[src/rtl/vga_config_master_if.sv]
// Config bus between the resolution master and the VGA configuration receiver.
// The master issues a one-cycle write strobe with address/data; the receiver
// answers with a one-cycle acknowledge pulse on C_rdy.
interface vga_config_master_if #(
   parameter int CONFIG_WIDTH = 8
);
   logic                    C_valid;
   logic [CONFIG_WIDTH-1:0] C_addr;
   logic [CONFIG_WIDTH-1:0] C_data;
   logic                    C_rdy;

   modport master (
      output C_valid,
      output C_addr,
      output C_data,
      input  C_rdy
   );

   modport slave (
      input  C_valid,
      input  C_addr,
      input  C_data,
      output C_rdy
   );
endinterface

[src/rtl/vga_config_master.sv]
// VGA resolution config master.
// A legal request is written to the resolution register on the config bus and
// waits for an acknowledge. If no acknowledge arrives within ACK_TIMEOUT cycles,
// the write is retried up to MAX_RETRY times before an error is reported.
// All outputs come straight from flops.
module vga_config_master #(
   parameter int CONFIG_WIDTH    = 8,
   parameter int ADDR_VGA_CONFIG = 0,
   parameter int ACK_TIMEOUT     = 15,   // 1..255
   parameter int MAX_RETRY       = 3     // 0..7
) (
   input  logic                       Clk,
   input  logic                       Rst,
   input  logic [1:0]                 Res_sel,
   input  logic                       Res_req,
   vga_config_master_if.master        cfg,
   output logic                       Busy,
   output logic                       Done,
   output logic                       Error,
   output logic [1:0]                 Cur_res
);

   typedef enum logic [1:0] {
      IDLE     = 2'd0,
      SEND     = 2'd1,
      WAIT_ACK = 2'd2,
      GAP      = 2'd3
   } state_t;

   // The last timer value of a wait window; hitting it with no acknowledge
   // means the window is over. This makes WAIT_ACK last exactly ACK_TIMEOUT cycles.
   localparam logic [7:0]              TIMER_LAST  = 8'(ACK_TIMEOUT - 1);
   localparam logic [2:0]              RETRY_LIMIT = 3'(MAX_RETRY);
   localparam logic [CONFIG_WIDTH-1:0] ADDR_C      = CONFIG_WIDTH'(ADDR_VGA_CONFIG);

   state_t                  state_reg;
   logic [1:0]              pend_reg;
   logic [7:0]              timer_reg;
   logic [2:0]              retry_reg;
   logic                    c_valid_reg;
   logic [CONFIG_WIDTH-1:0] c_addr_reg;
   logic [CONFIG_WIDTH-1:0] c_data_reg;
   logic                    busy_reg;
   logic                    done_reg;
   logic                    error_reg;
   logic [1:0]              cur_res_reg;

   // Request/write/acknowledge FSM. Each output is loaded on the same edge as
   // the state change that defines it, so each output lines up with its state.
   always_ff @(posedge Clk or negedge Rst) begin
      if (!Rst) begin
         state_reg   <= IDLE;
         pend_reg    <= 2'b00;
         timer_reg   <= 8'd0;
         retry_reg   <= 3'd0;
         c_valid_reg <= 1'b0;
         c_addr_reg  <= '0;
         c_data_reg  <= '0;
         busy_reg    <= 1'b0;
         done_reg    <= 1'b0;
         error_reg   <= 1'b0;
         cur_res_reg <= 2'b00;
      end else begin
         // The strobes are single-cycle pulses unless they are re-armed below.
         c_valid_reg <= 1'b0;
         done_reg    <= 1'b0;
         error_reg   <= 1'b0;

         case (state_reg)
            IDLE: begin
               if (Res_req) begin
                  if (Res_sel == 2'b11) begin
                     // Illegal resolution: reject it at once and do no bus traffic.
                     error_reg <= 1'b1;
                  end else begin
                     pend_reg    <= Res_sel;
                     retry_reg   <= 3'd0;
                     state_reg   <= SEND;
                     busy_reg    <= 1'b1;
                     c_valid_reg <= 1'b1;
                     c_addr_reg  <= ADDR_C;
                     c_data_reg  <= CONFIG_WIDTH'(Res_sel);
                  end
               end
            end

            SEND: begin
               // The strobe was raised on entry, so this is its only cycle.
               state_reg <= WAIT_ACK;
               timer_reg <= 8'd0;
            end

            WAIT_ACK: begin
               if (cfg.C_rdy) begin
                  // The acknowledge is checked first, so it wins over a
                  // timeout in the same cycle.
                  cur_res_reg <= pend_reg;
                  done_reg    <= 1'b1;
                  state_reg   <= GAP;
               end else if (timer_reg == TIMER_LAST) begin
                  if (retry_reg < RETRY_LIMIT) begin
                     retry_reg   <= retry_reg + 3'd1;
                     state_reg   <= SEND;
                     c_valid_reg <= 1'b1;
                     c_addr_reg  <= ADDR_C;
                     c_data_reg  <= CONFIG_WIDTH'(pend_reg);
                  end else begin
                     // No retries left: give up and leave Cur_res as it was.
                     error_reg <= 1'b1;
                     busy_reg  <= 1'b0;
                     state_reg <= IDLE;
                  end
               end else begin
                  timer_reg <= timer_reg + 8'd1;
               end
            end

            GAP: begin
               // This one idle cycle lets Done be seen before a new request can start.
               busy_reg  <= 1'b0;
               state_reg <= IDLE;
            end

            default: begin
               state_reg <= IDLE;
               busy_reg  <= 1'b0;
            end
         endcase
      end
   end

   assign cfg.C_valid = c_valid_reg;
   assign cfg.C_addr  = c_addr_reg;
   assign cfg.C_data  = c_data_reg;
   assign Busy        = busy_reg;
   assign Done        = done_reg;
   assign Error       = error_reg;
   assign Cur_res     = cur_res_reg;

endmodule

[src/flat_wrapper.sv]
// flat-port wrapper written by rule: the top's interface ports become plain ports
module vga_config_master_flat 
#(
   parameter int CONFIG_WIDTH    = 8,
   parameter int ADDR_VGA_CONFIG = 0,
   parameter int ACK_TIMEOUT     = 15,            
   parameter int MAX_RETRY       = 3            
)
  (Clk, Rst, Res_sel, Res_req, Busy, Done, Error, Cur_res, cfg_C_valid, cfg_C_addr, cfg_C_data, cfg_C_rdy);
  vga_config_master_if #(.CONFIG_WIDTH(CONFIG_WIDTH)) cfg_i ();
  input  logic Clk;
  input  logic Rst;
  input  logic [1:0] Res_sel;
  input  logic Res_req;
  output logic Busy;
  output logic Done;
  output logic Error;
  output logic [1:0] Cur_res;
  output wire logic [$bits(cfg_i.C_valid)-1:0] cfg_C_valid;
  output wire logic [$bits(cfg_i.C_addr)-1:0] cfg_C_addr;
  output wire logic [$bits(cfg_i.C_data)-1:0] cfg_C_data;
  input wire logic [$bits(cfg_i.C_rdy)-1:0] cfg_C_rdy;
  assign cfg_C_valid = cfg_i.C_valid;
  assign cfg_C_addr = cfg_i.C_addr;
  assign cfg_C_data = cfg_i.C_data;
  assign cfg_i.C_rdy = cfg_C_rdy;
  vga_config_master #(.CONFIG_WIDTH(CONFIG_WIDTH), .ADDR_VGA_CONFIG(ADDR_VGA_CONFIG), .ACK_TIMEOUT(ACK_TIMEOUT), .MAX_RETRY(MAX_RETRY)) u_core (.Clk(Clk), .Rst(Rst), .Res_sel(Res_sel), .Res_req(Res_req), .cfg(cfg_i), .Busy(Busy), .Done(Done), .Error(Error), .Cur_res(Cur_res));
endmodule
[config.mk]
export PLATFORM = sky130hd
export DESIGN_NAME = vga_config_master_flat
export DESIGN_NICKNAME = d
export VERILOG_FILES = /design/src/rtl/vga_config_master_if.sv /design/src/rtl/vga_config_master.sv /design/src/flat_wrapper.sv
export SDC_FILE = /design/constraint.sdc
export NUM_CORES = 1
export LEC_CHECK = 0
export ABC_CLOCK_PERIOD_IN_PS = 1600
export CAP_MARGIN = 20
export CORE_MARGIN = 3
export CORE_UTILIZATION = 40
export CTS_BUF_LIST = sky130_fd_sc_hd__clkbuf_8
export CTS_CLUSTER_DIAMETER = 40
export DETAILED_ROUTE_END_ITERATION = 12
export PLACE_DENSITY = 0.68
export SLEW_MARGIN = 30
export SYNTH_ARGS = -nofsm -noshare
export SYNTH_HDL_FRONTEND = slang
export SYNTH_SLANG_ARGS = --single-unit
[constraint.sdc]
create_clock -name Clk -period 1.6 [get_ports Clk]
set_clock_uncertainty 0.05 [all_clocks]
set_input_delay 0.32 -clock Clk [delete_from_list [all_inputs] [get_ports Clk]]
set_output_delay 0.32 -clock Clk [all_outputs]
set_load 0.05 [all_outputs]
==> run metrics, run 1 <==
status=finished with violations; violated checks=setup timing; post-DR wirelength/cell=14.6 µm; Startpoint Class=flop; HP Class=primary input to async pin; most frequent cell after synthesis=dfrtp_1; clk sink count=23; CTS HTree Levels=1; RSZ-0062 raised after global routing=yes; endpoints failing setup=9; Initial Util=0.442; GP Congestion=0.830; top cells by count, synth=23 x dfrtp_1, 14 x buf_4, 13 x nand2_1, 7 x inv_1, 7 x mux2_2; post-route clock period utilization=1.05; synthesized instance count=120; register area share after synthesis=0.449; clk root buf=clkbuf_8; via count=1043; Layout fillers=229; warnings from Yosys=0; hold_ws=0.343 ns; Routed WL=3000 µm; first-pass GRT wire length=4810 µm; max-cap viol count=0; Post-DP HPWL=2030 µm; Hold Buf Count CTS=0; Inst Count DP=198; die extent in x=62.6 µm; ANT cells=0; cell area after synthesis=1280 µm²; clock tree buffer depth=2; syn avg cell area=10.7 µm²; clk slew on worst S/H paths=0.09 ns; drt drc=0; Leak=0.888 nW; top-area cell type share of the netlist area=0.449; Die Y=62.6 µm; DRT iter0 DRCs=35; Max FO, Critical Path=3; post-route ant nets=0; top cell type by total area after synthesis=dfrtp_1; number of enable flip-flop cells after synthesis=0; Pins Over Slew Limit=0; max reg flops=8; GRT Overall Usage=0.154; DR vias/cell=5.09; WP data arrival=1.79 ns; Layout area overhead=42.0%; grt ovf=0; ys async rst share=1.00; Peak VDD IR=1.19 mV; # nets final=173; Detailed Routing Iterations Pass 1=5; Critical Path RT=1.71 ns; Port Buffers=13; Setup Crit Path Kind=flop to flop; core box area=2900 µm²; crit end category=flop; final hold vios=0; vias in the first global route=1060; FF-to-FF path depth=6; Num CTS Buffers=3; CTS tree=done; Distinct cells, synth=38; Yosys reg bits=23; main flop type after synthesis=dfrtp_1; post-route minimum period=1.68 ns; Skew-Pair Late Insertion Delay=0.27 ns; Fmax=596 MHz; total power density per cell area=1570 nW/µm²; DIE AREA=3920 µm²; # rows=19; largest cells by area after synthesis=dfrtp_1 45%, buf_4 8.2%, mux2_2 6.2%; share of cells above drive strength 1=0.405; initial antenna violation count=0; non-filler cells, final=205; final worst slack=-0.0770 ns; I/O Pins=28; pin count of the biggest net entering global routing=24
[cell families after synthesis]
kind of cell               after synthesis  synth area share
and+or+nand+nor                         37             0.186
AOI/OAI and AO/OA                       22             0.125
DFF                                     23             0.449
buffers and inverters                   23             0.115
muxes                                   10            0.0859
adders and majority gates                3            0.0293
other                                    1           0.00293
xor gates and xnor gates                 1           0.00684
[report_power, final]
group / switching (mW) / internal (mW) / leakage [nW] / total [mW]
registers: 0.144 / 0.735 / 0.300 / 0.879
clock network: 0.200 / 0.176 / 0.0217 / 0.377
logic: 0.790 / 0.812 / 0.566 / 1.60
total: 1.13 / 1.72 / 0.888 / 2.86
[cell usage in the layout (no fill, tap or decap), types with 2 or more instances in the layout]
cell	count
buf_4	25
dfrtp_1	23
conb_1	14
nand2_1	13
inv_1	7
buf_12	7
buf_6	5
a21oi_1	4
nor2_1	4
mux2_4	4
mux2_2	4
nand3_1	3
clkbuf_8	3
clkdlybuf4s50_1	3
o22ai_1	2
mux2i_1	2
a21oi_2	2
a21boi_0	2
a311oi_1	2
o21ai_1	2
o21ai_0	2
ha_1	2
[worst max-delay path: stages, from the launching register on]
cell      delay [ns]
dfrtp_1         0.39
inv_1           0.06
ha_2            0.20
nand4b_4        0.12
nor4_4          0.22
a31o_4          0.23
mux2_4          0.30
[worst paths after layout]
path | slack (ns) | startpoint | endpoint
max in group asynchronous | 0.92 | Rst | u_core.timer_reg[3]
min | 0.34 | Rst | u_core.cfg.C_data[0]
max | -0.08 | u_core.timer_reg[0] | u_core.cfg.C_data[0]
max reg2reg | -0.08 | u_core.timer_reg[0] | u_core.cfg.C_data[0]
min reg2reg | 0.51 | u_core.retry_reg[1] | u_core.retry_reg[1]
min in group Clk | 0.49 | cfg_C_rdy | u_core.timer_reg[7]
[timing repair]
action	in CTS	in global routing
pin swaps	4	4
buffers inserted	3	0
gates resized for setup	7	15
hold endpoints to repair	0	0
setup endpoints to repair	12	17
[per-stage QoR]
step / total power, mW / TNS (ns) / utilization / setup WS (ns) / area, µm²
2_1_floorplan: 1.67 / -0.207 / - / -0.107 / 1340
3_3_place_gp: 2.29 / -3.63 / 0.574 / -0.370 / 1670
3_5_place_dp: 2.32 / -4.07 / 0.574 / -0.417 / 1670
4_1_cts: 2.78 / -0.388 / 0.610 / -0.0798 / 1770
5_1_grt: 3.00 / -1.41 / 0.627 / -0.151 / 1820
6_report: 2.86 / -0.323 / 0.627 / -0.0770 / 1820
[layout make-up]
type / count / area [µm²] / area share
clock buffers: 3 / 41.3 / 0.0227
clock inverters: 1 / 7.51 / 0.00413
inverters: 7 / 26.3 / 0.0144
multi-input cells: 87 / 681 / 0.374
flip-flops and latches: 23 / 576 / 0.316
well taps: 42 / 52.6 / 0.0289
repair buffers: 42 / 435 / 0.239
[per-layer routing]
| metal | GRT usage | vias to the layer above | part of all wire |
|---|---|---|---|
| met5 | 0 | - | 0 |
| met4 | 0.0882 | 0 | 0.032 |
| met3 | 0.0126 | 10 | 0.043 |
| li1 | - | 480 | - |
| met2 | 0.268 | 49 | 0.50 |
| met1 | 0.185 | 504 | 0.42 |
(Power assumes the default switching activity.)
==> run 2, diff against run 1 <==
CORE_ASPECT_RATIO = 1.1   (was not set)
CORE_MARGIN = 2   (was 3)
==> run 2 against run 1 <==
Net effect: clock-buffer cell count stayed put; non-clock buffer count down 2; worst setup slack lost 0.0069 ns; the run still ends with setup timing left; register-to-register slack hardly changed; flip-flop and latch count stayed put; sequential share of layout area rose by 0.49 points; final cell count shrank 4.9%; cell area shrank 1.3%; first-iteration DRC count down 5.7%; critical endpoint is now u_core.cfg.C_data[1].
==> run metrics, run 2 (synthesis gave the netlist of run 1 again) <==
status=finished with violations; violated checks=setup timing; setup TNS=-0.299 ns; Setup Crit Path Kind=flop to flop; pin count of the biggest net entering global routing=24; DRT iter0 DRCs=33; drt drc=0; endpoints failing setup=8; first-pass GRT wire length=5200 µm; Skew-Pair Late Insertion Delay=0.27 ns; most common cell after layout, fill and taps aside=buf_4; via count=1019; clk sink count=23; DR vias/cell=5.23; post-route clock period utilization=1.05; FF-to-FF path depth=6; Layout area overhead=40.1%; Port Buffers=13; Num CTS Buffers=3; initial antenna violation count=0; Max FO, Critical Path=3; crit end category=flop; Worst R2R Start=u_core.timer_reg[0]; Layout fillers=237; CTS HTree Levels=1; post-route ant nets=0; final hold vios=0; post-DR wirelength/cell=15.0 µm; DIE AREA=3670 µm²; share of cells above drive strength 1=0.404; GP Congestion=0.853; I/O Pins=28; max-cap viol count=0; clock tree buffer depth=2; clk root buf=clkbuf_8; Routed WL=2920 µm; die extent in x=58.0 µm; Fmax=594 MHz; Startpoint Class=flop; max reg flops=8; core box area=3050 µm²; Peak VDD IR=1.43 mV; GRT Overall Usage=0.179; vias in the first global route=1108; Initial Util=0.420; grt ovf=0; WP data arrival=1.79 ns; Critical Path RT=1.70 ns; final worst slack=-0.0839 ns; CTS tree=done; Post-DP HPWL=2040 µm; # nets final=171; Pins Over Slew Limit=0; ANT cells=0; RR Endpoint=u_core.cfg.C_data[1]; Detailed Routing Iterations Pass 1=4; clk slew on worst S/H paths=0.09 ns; Hold Buf Count CTS=0; post-route minimum period=1.68 ns; setup slack, reg-to-reg=-0.08 ns; HP Class=primary input to async pin; Die Y=63.4 µm; Leak=0.880 nW; hold_ws=0.347 ns; # rows=21; RSZ-0062 raised after global routing=yes; commonest cells after routing, fill and taps aside=23 x buf_4, 22 x dfrtp_1, 14 x conb_1; total power density per cell area=1620 nW/µm²
[run 2: layout make-up]
cell class / instances / area, µm² / share of cell area
Multi-Input combinational cell: 87 / 684 / 0.381
Sequential cell: 23 / 577 / 0.321
Clock buffer: 3 / 41.3 / 0.0230
Timing Repair Buffer: 40 / 420 / 0.234
Clock inverter: 1 / 3.75 / 0.00209
Inverter: 7 / 26.3 / 0.0146
Tap cell: 34 / 42.5 / 0.0237
[run 2: per-stage QoR]
stage | area, µm² | util | std cells | power (mW) | setup WS, ns
after CTS | 1740 | 0.571 | 194 | 2.80 | -0.0805
after floorplan | 1340 | - | 133 | 1.67 | -0.107
final | 1800 | 0.589 | 195 | 2.90 | -0.0839
after global routing | 1800 | 0.589 | 195 | 3.04 | -0.151
after global placement | 1630 | 0.536 | 187 | 2.28 | -0.345
after detailed placement | 1630 | 0.536 | 187 | 2.32 | -0.438
[run 2: worst max path at each step]
stage | start | to | slack [ns]
floorplan | u_core.timer_reg[0] | u_core.cfg.C_data[0] | -0.11
global placement | Res_req | u_core.pend_reg[0] | -0.34
detailed placement | Res_req | u_core.pend_reg[0] | -0.44
CTS | u_core.timer_reg[0] | u_core.cfg.C_data[1] | -0.08
global route | u_core.timer_reg[0] | u_core.cfg.C_data[1] | -0.15
finish | u_core.timer_reg[0] | u_core.cfg.C_data[1] | -0.08
[run 2: timing repair]
action	in CTS	in global routing
buffers inserted	3	1
endpoints found under the setup margin	15	17
resized for setup	10	14
pin swaps	2	4
[run 2: per-layer routing]
metal	GRT usage	up-vias	wire [µm]
met1	0.226	504	1200
met4	0.0349	0	14
li1	-	476	-
met5	0	-	0
met2	0.317	37	1570
met3	0.0308	2	136
[run 2: power breakdown]
group | switching [mW] | internal, mW
clock network | 0.194 | 0.172
logic | 0.823 | 0.836
registers | 0.140 | 0.738
[run 2: worst max-delay path, cell delays in order, from the launching register on]
cell      delay, ns
dfrtp_1        0.38
inv_1          0.06
ha_2           0.20
nand4b_4       0.12
nor4_4         0.23
a31o_4         0.23
mux2_4         0.30
